`src/rtl/rf_access_sched.sv`:
```
// rf_access_sched
//   One-op-per-cycle scheduler in front of the 32x32 register file.
//   Arbitrates writeback (write), decode (rs1/rs2 read pair) and debug
//   (read or write), drives the rf strobe/op/index/data lines, returns
//   registered read responses and keeps x0 reading as zero.
//
// Ports
//   clk, rst                       clock; synchronous active-high reset
//   wb_valid/wb_rd/wb_data         writeback write request, wb_ready grant
//   dec_valid/dec_rs1/dec_rs2      decode read request, dec_ready grant
//   dec_rsp_valid/dec_rs1_val/dec_rs2_val   decode read response (pulse)
//   dbg_valid/dbg_we/dbg_addr/dbg_wdata     debug request, dbg_ready grant
//   dbg_rsp_valid/dbg_rdata        debug read response (pulse)
//   rf_strobe/rf_op                rf access this cycle, 0 read / 1 write
//   rf_rnum1/rf_rnum2/rf_wnum/rf_wval      rf indices and write data
//   rf_rdata1/rf_rdata2            rf read data, one cycle after a read
//
// Configuration
//   RF_WB_BYPASS_EN  when defined, a writeback and a decode read are
//                    granted together on one strobe and the decode read
//                    forwards the writeback value for matching sources.

module rf_access_sched #(
  parameter int XLEN           = 32,
  parameter int RAW            = 5,
  parameter int DBG_STARVE_MAX = 8,
  parameter int SCW            = 4
) (
  input  logic            clk,
  input  logic            rst,
  input  logic            wb_valid,
  output logic            wb_ready,
  input  logic [RAW-1:0]  wb_rd,
  input  logic [XLEN-1:0] wb_data,
  input  logic            dec_valid,
  output logic            dec_ready,
  input  logic [RAW-1:0]  dec_rs1,
  input  logic [RAW-1:0]  dec_rs2,
  output logic            dec_rsp_valid,
  output logic [XLEN-1:0] dec_rs1_val,
  output logic [XLEN-1:0] dec_rs2_val,
  input  logic            dbg_valid,
  output logic            dbg_ready,
  input  logic            dbg_we,
  input  logic [RAW-1:0]  dbg_addr,
  input  logic [XLEN-1:0] dbg_wdata,
  output logic            dbg_rsp_valid,
  output logic [XLEN-1:0] dbg_rdata,
  output logic            rf_strobe,
  output logic            rf_op,
  output logic [RAW-1:0]  rf_rnum1,
  output logic [RAW-1:0]  rf_rnum2,
  output logic [RAW-1:0]  rf_wnum,
  output logic [XLEN-1:0] rf_wval,
  input  logic [XLEN-1:0] rf_rdata1,
  input  logic [XLEN-1:0] rf_rdata2
);

  typedef enum logic {IDLE, RD_WAIT} state_e;

  // Context of the read in flight, needed when the rf data comes back.
  typedef struct packed {
    logic           dbg;
    logic [RAW-1:0] rs1;
    logic [RAW-1:0] rs2;
  } rd_ctx_t;

  localparam logic [SCW-1:0] STARVE_MAX = SCW'(DBG_STARVE_MAX);

  state_e          state_q, state_d;
  logic [SCW-1:0]  starve_q, starve_d;
  rd_ctx_t         ctx_q, ctx_d;
  logic            dec_rsp_valid_q, dec_rsp_valid_d;
  logic [XLEN-1:0] dec_rs1_val_q, dec_rs1_val_d;
  logic [XLEN-1:0] dec_rs2_val_q, dec_rs2_val_d;
  logic            dbg_rsp_valid_q, dbg_rsp_valid_d;
  logic [XLEN-1:0] dbg_rdata_q, dbg_rdata_d;
`ifdef RF_WB_BYPASS_EN
  logic            byp1_q, byp1_d;
  logic            byp2_q, byp2_d;
  logic [XLEN-1:0] byp_data_q, byp_data_d;
`endif

  logic            dbg_starved;
  logic            do_wr, do_rd, rd_dbg, wr_live;
  logic [RAW-1:0]  wr_num, rd_num1, rd_num2;
  logic [XLEN-1:0] wr_val;

  always_comb begin
    state_d         = state_q;
    starve_d        = starve_q;
    ctx_d           = ctx_q;
    dec_rsp_valid_d = 1'b0;
    dbg_rsp_valid_d = 1'b0;
    dec_rs1_val_d   = dec_rs1_val_q;
    dec_rs2_val_d   = dec_rs2_val_q;
    dbg_rdata_d     = dbg_rdata_q;
`ifdef RF_WB_BYPASS_EN
    byp1_d          = byp1_q;
    byp2_d          = byp2_q;
    byp_data_d      = byp_data_q;
`endif
    wb_ready        = 1'b0;
    dec_ready       = 1'b0;
    dbg_ready       = 1'b0;
    do_wr           = 1'b0;
    do_rd           = 1'b0;
    rd_dbg          = 1'b0;
    wr_num          = '0;
    wr_val          = '0;
    rd_num1         = '0;
    rd_num2         = '0;
    dbg_starved     = dbg_valid && (starve_q == STARVE_MAX);

    // Grants are gated by rst so nothing reaches the rf while in reset.
    if (!rst) begin
      case (state_q)
        IDLE: begin
          if (dbg_starved) begin
            dbg_ready = 1'b1;
          end else if (wb_valid) begin
            wb_ready = 1'b1;
`ifdef RF_WB_BYPASS_EN
            dec_ready = dec_valid;
`endif
          end else if (dec_valid) begin
            dec_ready = 1'b1;
          end else if (dbg_valid) begin
            dbg_ready = 1'b1;
          end
        end
        RD_WAIT: begin
          state_d = IDLE;
          if (ctx_q.dbg) begin
            dbg_rsp_valid_d = 1'b1;
            dbg_rdata_d     = (ctx_q.rs1 == '0) ? '0 : rf_rdata1;
          end else begin
            dec_rsp_valid_d = 1'b1;
`ifdef RF_WB_BYPASS_EN
            // rf read happened on the same strobe as the write, so it
            // returns the old value; substitute the forwarded data.
            dec_rs1_val_d = byp1_q ? byp_data_q :
                            (ctx_q.rs1 == '0) ? '0 : rf_rdata1;
            dec_rs2_val_d = byp2_q ? byp_data_q :
                            (ctx_q.rs2 == '0) ? '0 : rf_rdata2;
`else
            dec_rs1_val_d = (ctx_q.rs1 == '0) ? '0 : rf_rdata1;
            dec_rs2_val_d = (ctx_q.rs2 == '0) ? '0 : rf_rdata2;
`endif
          end
        end
        default: state_d = IDLE;
      endcase
    end

    // Map grants onto a single rf operation.
    if (wb_ready) begin
      do_wr  = 1'b1;
      wr_num = wb_rd;
      wr_val = wb_data;
    end
    if (dbg_ready && dbg_we) begin
      do_wr  = 1'b1;
      wr_num = dbg_addr;
      wr_val = dbg_wdata;
    end
    if (dec_ready) begin
      do_rd   = 1'b1;
      rd_num1 = dec_rs1;
      rd_num2 = dec_rs2;
    end
    if (dbg_ready && !dbg_we) begin
      do_rd   = 1'b1;
      rd_dbg  = 1'b1;
      rd_num1 = dbg_addr;
      rd_num2 = dbg_addr;
    end

    // A write to x0 is accepted but never reaches the rf.
    wr_live   = do_wr && (wr_num != '0);
    rf_strobe = wr_live || do_rd;
    rf_op     = wr_live;
    rf_wnum   = wr_live ? wr_num : '0;
    rf_wval   = wr_live ? wr_val : '0;
    rf_rnum1  = rd_num1;
    rf_rnum2  = rd_num2;

    if (do_rd) begin
      state_d   = RD_WAIT;
      ctx_d.dbg = rd_dbg;
      ctx_d.rs1 = rd_num1;
      ctx_d.rs2 = rd_num2;
`ifdef RF_WB_BYPASS_EN
      byp1_d     = wr_live && (wr_num == rd_num1);
      byp2_d     = wr_live && (wr_num == rd_num2);
      byp_data_d = wr_val;
`endif
    end

    // Debug wait counter: saturating, cleared on grant or idle debug.
    if (!dbg_valid || dbg_ready) begin
      starve_d = '0;
    end else if (starve_q != STARVE_MAX) begin
      starve_d = starve_q + SCW'(1);
    end
  end

  always_ff @(posedge clk) begin
    if (rst) begin
      state_q         <= IDLE;
      starve_q        <= '0;
      ctx_q           <= '0;
      dec_rsp_valid_q <= 1'b0;
      dec_rs1_val_q   <= '0;
      dec_rs2_val_q   <= '0;
      dbg_rsp_valid_q <= 1'b0;
      dbg_rdata_q     <= '0;
`ifdef RF_WB_BYPASS_EN
      byp1_q          <= 1'b0;
      byp2_q          <= 1'b0;
      byp_data_q      <= '0;
`endif
    end else begin
      state_q         <= state_d;
      starve_q        <= starve_d;
      ctx_q           <= ctx_d;
      dec_rsp_valid_q <= dec_rsp_valid_d;
      dec_rs1_val_q   <= dec_rs1_val_d;
      dec_rs2_val_q   <= dec_rs2_val_d;
      dbg_rsp_valid_q <= dbg_rsp_valid_d;
      dbg_rdata_q     <= dbg_rdata_d;
`ifdef RF_WB_BYPASS_EN
      byp1_q          <= byp1_d;
      byp2_q          <= byp2_d;
      byp_data_q      <= byp_data_d;
`endif
    end
  end

  assign dec_rsp_valid = dec_rsp_valid_q;
  assign dec_rs1_val   = dec_rs1_val_q;
  assign dec_rs2_val   = dec_rs2_val_q;
  assign dbg_rsp_valid = dbg_rsp_valid_q;
  assign dbg_rdata     = dbg_rdata_q;

endmodule

```
`config.mk`:
```
export PLATFORM = sky130hd
export DESIGN_NAME = rf_access_sched
export DESIGN_NICKNAME = d
export VERILOG_FILES = /design/src/rtl/rf_access_sched.sv
export SDC_FILE = /design/constraint.sdc
export NUM_CORES = 1
export LEC_CHECK = 0
export ABC_AREA = 1
export BUFFER_PORTS_ARGS = -buffer_cell sky130_fd_sc_hd__buf_4
export CAP_MARGIN = 15
export CORE_MARGIN = 2
export CORE_UTILIZATION = 25
export CTS_CLUSTER_SIZE = 12
export DETAILED_ROUTE_END_ITERATION = 7
export SLEW_MARGIN = 20
export SYNTH_ARGS = -nofsm -noshare
export SYNTH_HDL_FRONTEND = slang
export SYNTH_SLANG_ARGS = --single-unit
```
`constraint.sdc`:
```
create_clock -name clk -period 3.5 [get_ports clk]
set_clock_uncertainty 0.2 [all_clocks]
set_input_delay 0.35 -clock clk [delete_from_list [all_inputs] [get_ports clk]]
set_output_delay 0.35 -clock clk [all_outputs]
set_load 0.02 [all_outputs]
```
==> parameters.txt <==
Parameter                              Value

Outcome
  Run status ... completed

Final layout
  Post-layout instance count excluding filler cells ... 1270
  Filler cells ... ~2000
  Number of nets in the final layout ... 1148
  Number of antenna repair diodes ... 0
  FF+latch area ... ~2300 um^2
  Share of post-route cells with drive strength above 1 ... 0.368
  Area of the multi-input gates ... 2290 um^2
  Post-Layout Inst Area ... between 8000 and 9000 um^2
  Signed area change from the synthesized netlist to the final layout ... 68.0%

Synthesis
  Sequential fraction of the synthesis area ... 0.466
  Avg Synthesized Cell Area ... ~7 um^2
  Number of warnings reported in the yosys synthesis log ... 0
  Cell types occupying the most area after synthesis ... dfxtp_1, nand2_1, o21ai_0
  Largest family of logic cells by synthesized area ... compound AO/OA/AOI/OAI gates
  Net count after synthesis ... between 800 and 900
  Adder and majority cell fraction of the synthesized area ... 0.00511
  Distinct cells, synth ... 26
  Fraction of post-synthesis cell area in the top cell type by area ... 0.466
  Instance count of the mapped netlist ... 683
  Area fraction in and, or, nand and nor cells after synthesis ... 0.208
  Xor/xnor cell area share of the yosys netlist ... 0.00179
  Mux contribution to synthesized area ... 0
  Complex-gate fraction of the synthesized area ... 0.251
  Post-synthesis cell area ... between 4000 and 5000 um^2
  Flip-flop and latch count after synthesis ... 114
  Area leader, netlist ... dfxtp_1

Clocking
  TritonCTS clock tree ... done
  Number of levels in the clock H-tree ... 4
  Total of hold buffers inserted after clock tree synthesis ... 32
  Total of cells resized after clock tree synthesis ... 0
  Post-CTS Setup Bufs ... 0
  Clock Sink Count ... 114
  Clock latency on the worst-skew pair ... between 0.4 and 0.5 ns
  Number of CTS-inserted buffers ... 17
  Clk pin slew, worst setup/hold paths ... around 0.06 ns
  Buffer cell driving the clock tree root ... clkbuf_16
  Number of buffers on the longest clock path ... 2

Critical path
  CP max-delay cell ... nor2_4
  Critical-path maximum fanout ... 34
  Crit path capture type ... output port
  Required time of the critical path ... 2.95 ns
  Data arrival at the endpoint of the critical path ... 2.63 ns
  Depth of the worst register-to-register path ... 5
  Setup CP Type ... flip-flop to output port
  Cell Chain, Critical Path ... inv_1 -> ha_1 -> nand4_2 -> nand2_4 -> nand3_4 -> nor2_1 -> nor2_1 -> nand2_2 -> nor2_4 -> nand2_1 -> buf_4
  Largest stage delay, worst path ... 0.58 ns
  Kind of start point of the critical path ... flip-flop
  Most frequent CP cell ... nor2_1
  Reg2Reg Setup Slack ... 1.19 ns

Timing
  Unrepaired setup endpoints after global routing ... false
  Number of failing hold endpoints at the final stage ... 0
  Final worst path period need ... roughly 3.2 ns
  Setup TNS ... 0 ns
  Count of endpoints failing setup in the final report ... 0
  Max-slew headroom at the worst pin ... 0.380
  Number of pins with negative max-slew slack in the final report ... 0
  Post-route fraction of the period consumed by the critical path ... 0.909
  Worst-Margin Slew ... 0.924 ns
  Maximum clock frequency ... 314 MHz

Routing
  First DRT Iteration DRCs ... 159
  Via Count ... 5615
  Initial DRT Pass Iterations ... 5
  Drt total wl ... 18.1 mm
  Wire per inst ... roughly 14 um
  Antenna Nets Post-Route ... 0
  DRC violation count after routing ... 0
  Detailed-route vias per instance ... between 4 and 5

GRT
  Global-route wire length before repair ... 27.1 mm
  Antenna violations before repair ... 0
  Maximum number of pins on one net before global-route repair ... 129
  Gr usage total ... 0.167
  Total congestion overflow ... 0
  Via count of the first global-routing pass ... 5276

Flow run
  Max Cap Viol ... 0

Placement
  Number of input and output port buffers inserted ... approximately 300
  DP Cell Count ... 1206
  HPWL after detailed placement ... 12.6 mm
  Total cell area at the placement stage ... around 7300 um^2
  GP Congestion ... 0.736

Power and ir drop
  LEAKAGE ... ~0.004 uW
  VDD IR-drop max ... ~0.32 mV
  Power density over the cells ... 452 nW/um^2

Min path
  Worst Hold Depth ... 3
  Type of the most critical hold path ... primary input to flip-flop

Floorplanning
  Die height ... 144 um
  Starting Density ... 0.253
  X dimension of the die ... 144 um
  Die Area ... 20700 um^2
  Ports placed on the boundary ... about 300
  Core outline area ... approximately 19000 um^2
  Placement row count ... 51
cell type report:
class / count / share of cell area
inverters: 26 / 0.0119
well taps: 265 / 0.0403
clock buffers: 19 / 0.0550
repair buffers: 342 / 0.323
multi-input cells: 491 / 0.278
flip-flops and latches: 114 / 0.277
clock inverters: 13 / 0.0138
critical path: cells and delay by family, from the launching register on:
kind	cells	cell delay [ns]
simple gates	8	1.34
fa+ha+maj	1	0.24
flops	1	0.37
buf+inv	2	0.26
cell families after synthesis:
family          Yosys count
simple gates            250
compound gates          238
flops                   114
buf+inv                  78
fa+ha+maj                 2
xor+xnor                  1
per-stage QoR:
stage	utilization	total power (uW)	hold WS (ns)	setup slack (ns)
finish	0.426	3720	0.0132	0.318
CTS	0.426	3770	0.000447	0.287
floorplan	-	1740	0.219	1.15
detailed placement	0.380	2060	0.289	0.736
global route	0.426	3880	0.00347	0.125
global placement	0.380	2060	0.275	0.870
per-layer routing:
layer / GRT usage / vias up / share of wire
met2: 0.296 / 245 / 0.48
met3: 0.0639 / 15 / 0.10
met5: 0 / - / 0
met4: 0.0516 / 0 / 0.014
li1: - / 2882 / -
met1: 0.185 / 2473 / 0.40
Yosys cell counts:
library cell / count
nand2_1: 172
o21ai_0: 128
dfxtp_1: 114
a21oi_1: 100
nor2_1: 53
clkbuf_1: 38
inv_1: 19
a21oi_2: 9
buf_2: 8
inv_2: 6
nand2_2: 5
nand4_1: 5
nor3_1: 5
buf_6: 4
nand3_1: 4
buf_1: 2
ha_1: 2
clkinv_1: 1
nand2_4: 1
nand3_2: 1
nand3_4: 1
nand4_2: 1
nor2_2: 1
nor2_4: 1
o21ai_2: 1
xor2_1: 1
registers in the layout (all words and copies together), names as in the netlist:
signal         flops
dec_rs2_val       32
state_q            1
dec_rs1_val       32
ctx_q             11
starve_q           4
dbg_rsp_valid      1
dbg_rdata         32
dec_rsp_valid      1
cell usage in the layout, fill, tap and decap left out, types with 2 or more instances in the layout:
master / n
nand3_1: 4
clkbuf_8: 2
nor2_1: 52
dfxtp_1: 114
buf_4: 309
clkinv_4: 2
nand4_1: 5
ha_1: 2
nor2_4: 2
o21ai_0: 128
nand2_1: 172
inv_1: 19
nor3_1: 5
nand2_2: 5
dlygate4sd3_1: 32
inv_8: 2
inv_2: 6
a21oi_2: 9
clkbuf_16: 17
inv_6: 7
a21oi_1: 100
final timing paths:
path            startpoint         endpoint
max reg2reg      ctx_q[10]    dbg_rdata[20]
min reg2reg       ctx_q[4]         ctx_q[4]
max            starve_q[0]        rf_strobe
min          rf_rdata1[25]  dec_rs1_val[25]
power breakdown:
part	internal [uW]	total [uW]	switching [uW]
Clock	969	1660	690
Combinational	303	679	375
Sequential	1350	1380	29.3
No activity file was read; power rests on OpenSTA's default activity.
